[src/rtl/if_id_register.sv]
// IF/ID pipeline register: captures the fetched word, PC and fetch-exception flag,
// tracks delay-slot membership, and presents decoded fields to the decode stage.
module if_id_register #(
  parameter logic [31:0] RESET_PC   = 32'h00003000,
  parameter logic [31:0] HANDLER_PC = 32'h00004180
) (
  input  logic        clk,
  input  logic        reset,
  input  logic [31:0] IR_F,
  input  logic [31:0] PCp4_F,
  input  logic        PCException_F,
  input  logic        FREEZE,
  input  logic        GOTO_HANDLER,
  input  logic        ERET,
  output logic [31:0] IR_D,
  output logic [31:0] PC_D,
  output logic [31:0] PCp4_D,
  output logic        valid_D,
  output logic        BD_D,
  output logic [31:0] EPC_cand_D,
  output logic [4:0]  ExcCode_D,
  output logic        exc_D,
  output logic [4:0]  rs_D,
  output logic [4:0]  rt_D,
  output logic [4:0]  rd_D,
  output logic [4:0]  shamt_D,
  output logic [15:0] imm16_D,
  output logic [31:0] sign_imm32_D,
  output logic [31:0] zero_imm32_D,
  output logic [25:0] addr26_D,
  output logic        is_branch_D
);

  logic [31:0] ir_q;
  logic [31:0] pc_q;
  logic        exc_q;
  logic        valid_q;
  logic        bd_q;
  logic        flush;
  logic        next_bd;

  assign flush = GOTO_HANDLER | ERET;

  // Handler-region code never marks its successor as a delay slot.
  assign next_bd = is_branch_D & valid_q & (pc_q < HANDLER_PC);

  always_ff @(posedge clk or posedge reset) begin
    if (reset) begin
      ir_q    <= '0;
      pc_q    <= RESET_PC;
      exc_q   <= 1'b0;
      valid_q <= 1'b0;
      bd_q    <= 1'b0;
    end else if (flush) begin
      ir_q    <= '0;
      pc_q    <= PCp4_F - 32'd4;
      exc_q   <= 1'b0;
      valid_q <= 1'b0;
      bd_q    <= 1'b0;
    end else if (!FREEZE) begin
      ir_q    <= PCException_F ? '0 : IR_F;
      pc_q    <= PCp4_F - 32'd4;
      exc_q   <= PCException_F;
      valid_q <= 1'b1;
      bd_q    <= next_bd;
    end
  end

  always_comb begin
    is_branch_D = 1'b0;
    case (ir_q[31:26])
      6'd0:    is_branch_D = (ir_q[5:0] == 6'd8) || (ir_q[5:0] == 6'd9);
      6'd1, 6'd2, 6'd3, 6'd4, 6'd5, 6'd6, 6'd7:
               is_branch_D = 1'b1;
      default: is_branch_D = 1'b0;
    endcase
  end

  assign IR_D         = ir_q;
  assign PC_D         = pc_q;
  assign PCp4_D       = pc_q + 32'd4;
  assign valid_D      = valid_q;
  assign BD_D         = bd_q;
  assign exc_D        = exc_q;
  assign EPC_cand_D   = bd_q ? (pc_q - 32'd4) : pc_q;
  assign ExcCode_D    = exc_q ? 5'd4 : 5'd0;
  assign rs_D         = ir_q[25:21];
  assign rt_D         = ir_q[20:16];
  assign rd_D         = ir_q[15:11];
  assign shamt_D      = ir_q[10:6];
  assign imm16_D      = ir_q[15:0];
  assign sign_imm32_D = {{16{ir_q[15]}}, ir_q[15:0]};
  assign zero_imm32_D = {16'h0000, ir_q[15:0]};
  assign addr26_D     = ir_q[25:0];

endmodule

[config.mk]
export PLATFORM = sky130hd
export DESIGN_NAME = if_id_register
export DESIGN_NICKNAME = d
export VERILOG_FILES = /design/src/rtl/if_id_register.sv
export SDC_FILE = /design/constraint.sdc
export NUM_CORES = 1
export LEC_CHECK = 0
export CELL_PAD_IN_SITES_DETAIL_PLACEMENT = 0
export CELL_PAD_IN_SITES_GLOBAL_PLACEMENT = 1
export CORE_MARGIN = 2
export CORE_UTILIZATION = 28
export DETAILED_ROUTE_END_ITERATION = 7
export GPL_ROUTABILITY_DRIVEN = 0
export GPL_TIMING_DRIVEN = 0
export PLACE_DENSITY = 0.94
export SLEW_MARGIN = 20
export SYNTH_ARGS = -nofsm -noshare
export SYNTH_HDL_FRONTEND = slang
export SYNTH_SLANG_ARGS = --single-unit
[constraint.sdc]
create_clock -name clk -period 6.6 [get_ports clk]
set_clock_uncertainty 0.1 [all_clocks]
set_input_delay 1.98 -clock clk [delete_from_list [all_inputs] [get_ports clk]]
set_output_delay 1.98 -clock clk [all_outputs]
set_load 0.005 [all_outputs]
# ---- Yosys cells after proc, flatten, opt, wreduce, memory -nomap -nowiden
# Index checks and enable logic that the tools add are counted.
dict set report totals {
  regBits 67
  in_bits 70
  out_inout_bits 263
  elab_cells 39
}
dict set report op_classes {
  addsub 3
  magnitude_cmp 1
  eq_ne 10
  n_mux 14
  n_bitwise 3
  reduce_logical 3
}
# cell count
set ops {}
lappend ops {{two-way mux 32 bit} 6}
lappend ops {{subtractor 32 x 3 -> 32 bit, second input constant} 2}
lappend ops {{adder 32 x 3 -> 32 bit, second input constant} 1}
lappend ops {{less-than comparator 32 x 15 -> 1 bit, second input constant} 1}
lappend ops {{equality test 6 x 3 -> 1 bit, second input constant} 4}
lappend ops {{equality test 6 x 2 -> 1 bit, second input constant} 2}
lappend ops {{equality test 6 x 4 -> 1 bit, second input constant} 2}
lappend ops {{OR reduction 7 bit} 1}
lappend ops {{equality test 6 x 1 -> 1 bit, second input constant} 1}
lappend ops {{zero test 6 bit} 1}
lappend ops {{two-way mux 1 bit} 6}
lappend ops {{two-way mux 3 bit} 1}
lappend ops {{bitwise AND 1 bit} 2}
lappend ops {{!= test 2 x 1 -> 1 bit, second input constant} 1}
lappend ops {{one-hot mux 1 bit (2 select lines)} 1}
lappend ops {{logical OR 1 bit} 1}
lappend ops {{OR 1 bit} 1}

# ---- Longest topological paths before layout
dict set report depth {
  word_depth 7
  mapped_depth 7
  depth_no_buf 7
}

# ---- Least setup slack after synthesis
# OpenSTA, ideal clock, no wires.
dict set report synth_timing {
  kind {register to output}
  startpoint {register pc_q[26], in the netlist PC_D[26]}
  endpoint {output EPC_cand_D[31]}
  t_arrival_ns 1.998
  required_ns 4.520
  setup_slack_ns 2.522
  stages_incl_launch_ff 7
  n_path_buf 1
  path_cell_list {dfrtp_1 > buf_6 > or4_4 > or3_1 > or3_1 > nor2_1 > xor2_1}
}
dict set report synth_via {
  elab_chain_len 2
}
# element line_no
set synth_rtl {}
lappend synth_rtl {{from (decl)} 35} ;# logic [31:0] pc_q;
lappend synth_rtl {{from (signal assigned)} 56} ;# pc_q <= PCp4_F - 32'd4;
lappend synth_rtl {{from (signal assigned)} 62} ;# pc_q <= PCp4_F - 32'd4;
lappend synth_rtl {{subtractor 32 x 3 -> 32 bit} 85} ;# assign EPC_cand_D = bd_q ? (pc_q - 32'd4) : pc_q;
lappend synth_rtl {{two-way mux 32 bit} 85}
lappend synth_rtl {{to (decl)} 20} ;# output logic [31:0] EPC_cand_D,
# Every way passes these cells.

# ---- Worst setup path in the final report
dict set report layout_timing {
  startpoint {register pc_q[16], in the netlist PC_D[16]}
  endpoint {output EPC_cand_D[31]}
}
# Same word-level chain as after synthesis.

==> impl_metrics.csv <==
group,metric,value,unit
hold_path,worstHoldPathType,"register to register",
synthesis,yosys.cell_types.count,46,
route,dr.pass1.iters,4,
critical_path,timing.rr.start,"PC_D[16]$_DFFE_PP0P_",
critical_path,start_kind,"register",
grt,grt_max_degree,37,
cells_and_area,diodes,0,
grt,grt_pass1_vias,4746,
clock_tree,hold_buffers,0,
cells_and_area,drive_gt1_frac,0.181,
route,wl,19.1,mm
sta,tightest_slew,0.728,ns
cells_and_area,stdcell_area,8990,um2
power,p_leak,3.76,nW
cells_and_area,finalNonFillerCells,1176,
route,ant_nets,0,
sta,finalSetupViolCount,0,
grt,antenna_found_initial,0,
power,max-vdd-ir-drop,0.000102,V
floorplanning,num_rows,49,
job,maxCapViolCount,0,
grt,track_usage,0.187,
sta,slew_headroom,0.510,
outcome,status,"complete, no violations",
grt,grt_first_pass_wirelength,28.4,mm
cells_and_area,fillers,1719,
clock_tree,insertion_delay,0.33,ns
place,place_area,8690,um2
clock_tree,cts_buffer_depth,2,
floorplanning,die-height,140,um
clock_tree,cts_sinks,67,
route,via_per_inst,4.42,
clock_tree,cts_root_buffer,"clkbuf_16",
synthesis,synth_most_common_cell,"buf_4",
route,vias,5200,
sta,rsz0062_at_grt,"false",
sta,max_freq,188,MHz
floorplanning,core-area,18100,um2
synthesis,synth_edf_count,0,
critical_path,required,4.52,ns
synthesis,ys_ff_latch,67,
critical_path,crit_path_end_kind,"primary output",
synthesis,ys_top_cells_by_count,"buf_4 (135), dfrtp_1 (65), nand2_1 (52)",
clock_tree,htree_levels,3,
synthesis,synthTopCellsByArea,"dfrtp_1 (31%), buf_4 (20%), xnor2_1 (7.8%), xor2_1 (6.4%), a22o_1 (5.4%)",
sta,report.final.slew_viol_count,0,
synthesis,avgSynthCellArea,8.66,um2
synthesis,ys.flop_type,"dfrtp_1",
synthesis,ys_seq_area_frac,0.323,
clock_tree,post-cts-setup-buffer-count,0,
clock_tree,cts-buffers-inserted,9,
sta,min_period,5.32,ns
clock_tree,ctsResizeCount,0,
sta,holdWs,0.427,ns
sta,timing.final.crit_share,0.806,
synthesis,syn-cell-area,5190,um2
critical_path,startpoint,"PC_D[16]$_DFFE_PP0P_",
grt,overflow,0,
floorplanning,die_area,19700,um2
power,powerDensity,146,nW/um2
critical_path,path_max_fanout,10,
hold_path,min_from,"PC_D[0]$_DFFE_PP0P_",
critical_path,cp.arrival,3.24,ns
critical_path,crit_type,"register to primary output",
floorplanning,io_pins,333,
sta,setup_tns,0,ns
synthesis,synth_area_leader_cell,"dfrtp_1",
route,drtIter0Drc,125,
route,wire_per_inst,16.2,um
floorplanning,die_w,140,um
place,place_hpwl,15.8,mm
synthesis,syn_inst,600,
synthesis,ys_warn_count,0,
synthesis,netlist.area_leader.share,0.313,
synthesis,async_reset_ff_frac,1.00,
route,route.detailed.drc,0,
sta,hold_viol_final,0,
place,place_inst,1160,
cells_and_area,syn2layout_area_growth,73.2,%
cells_and_area,nNetsFinal,1015,
clock_tree,clk_pin_slew,0.05,ns
clock_tree,cts_tree,"done",
floorplanning,start_util,0.287,
place,port_buffers,311,
-- cell usage in the layout, fill, tap and decap left out, drive strengths merged, types with 4 or more instances in the layout --
cell type,Yosys,final
a21oi,6,6
a22o,32,32
and2,4,4
and3,4,4
buf,143,144
clkbuf,30,45
clkdlybuf4s50,0,311
conb,1,20
dfrtp,65,65
inv,7,7
nand2,52,52
nand3,21,21
nand4,11,11
nor2,33,33
nor3,24,24
nor4,18,18
o21ai,26,26
or3,11,11
or4,6,6
xnor2,46,46
xor2,38,38
-- sequential cells by signal (all words and copies together), names as in the netlist --
name and count:
BD_D 1, IR_D 32, PC_D 32, exc_D 1
valid_D 1
-- worst paths after layout --
kind | slack (ns) | depth (start not counted) | to
max reg2reg | 4.05 | 5 | BD_D$_DFFE_PP0P_
min in group asynchronous | 1.90 | 2 | IR_D[6]$_DFFE_PP0P_
min | 0.43 | 2 | PC_D[0]$_DFFE_PP0P_
max in group asynchronous | 3.88 | 3 | PC_D[12]$_DFFE_PP1P_
min reg2reg | 0.43 | 2 | PC_D[0]$_DFFE_PP0P_
max | 1.28 | 7 | EPC_cand_D[31]
-- layout make-up --
class,count,area (um2),share of cell area
repair buffers,312,3130,0.348
multi-input cells,372,2390,0.266
flip-flops and latches,67,1680,0.187
plain buffers,173,1170,0.130
well taps,229,287,0.0319
clock buffers,15,278,0.0309
clock inverters,1,30.0,0.00334
inverters,7,28.8,0.00320
-- through the flow --
| step | setup slack [ns] | utilization | power, mW |
|---|---|---|---|
| after CTS | 1.11 | 0.497 | 1.33 |
| after global routing | 0.969 | 0.497 | 1.37 |
| final | 1.28 | 0.497 | 1.31 |
| after detailed placement | 1.47 | 0.480 | 0.831 |
| after global placement | 1.56 | 0.479 | 0.826 |
| after floorplan | 2.52 | - | 0.600 |
-- report_power, final --
part	total, mW	switching, mW	internal (mW)
Clock	0.490	0.166	0.324
Combinational	0.361	0.143	0.218
Sequential	0.460	0.0277	0.432
-- layer usage --
metal | share of wire | track usage
met1 | 0.40 | 0.219
met2 | 0.51 | 0.339
met3 | 0.071 | 0.0410
met4 | 0.020 | 0.0611
met5 | 0 | 0
-- kinds of logic after synthesis --
family                     count (synthesis)  synth area share
and+or+nand+nor                          196             0.203
buffers and inverters                    180             0.231
xor gates and xnor gates                  84             0.142
AOI/OAI and AO/OA                         68            0.0913
DFF                                       67             0.323
adders and majority gates                  3           0.00723
other                                      1          0.000722
muxes                                      1           0.00193
-- worst max-delay path, cell delays in order (launching register included) --
cell and delay, ns:
dfrtp_1 0.37, buf_2 0.19, nor4_1 0.66, nand3_1 0.41
or3_1 0.48, nor2_1 0.13, xor2_1 0.15, clkdlybuf4s50_1 0.53
(Power assumes the default switching activity.)
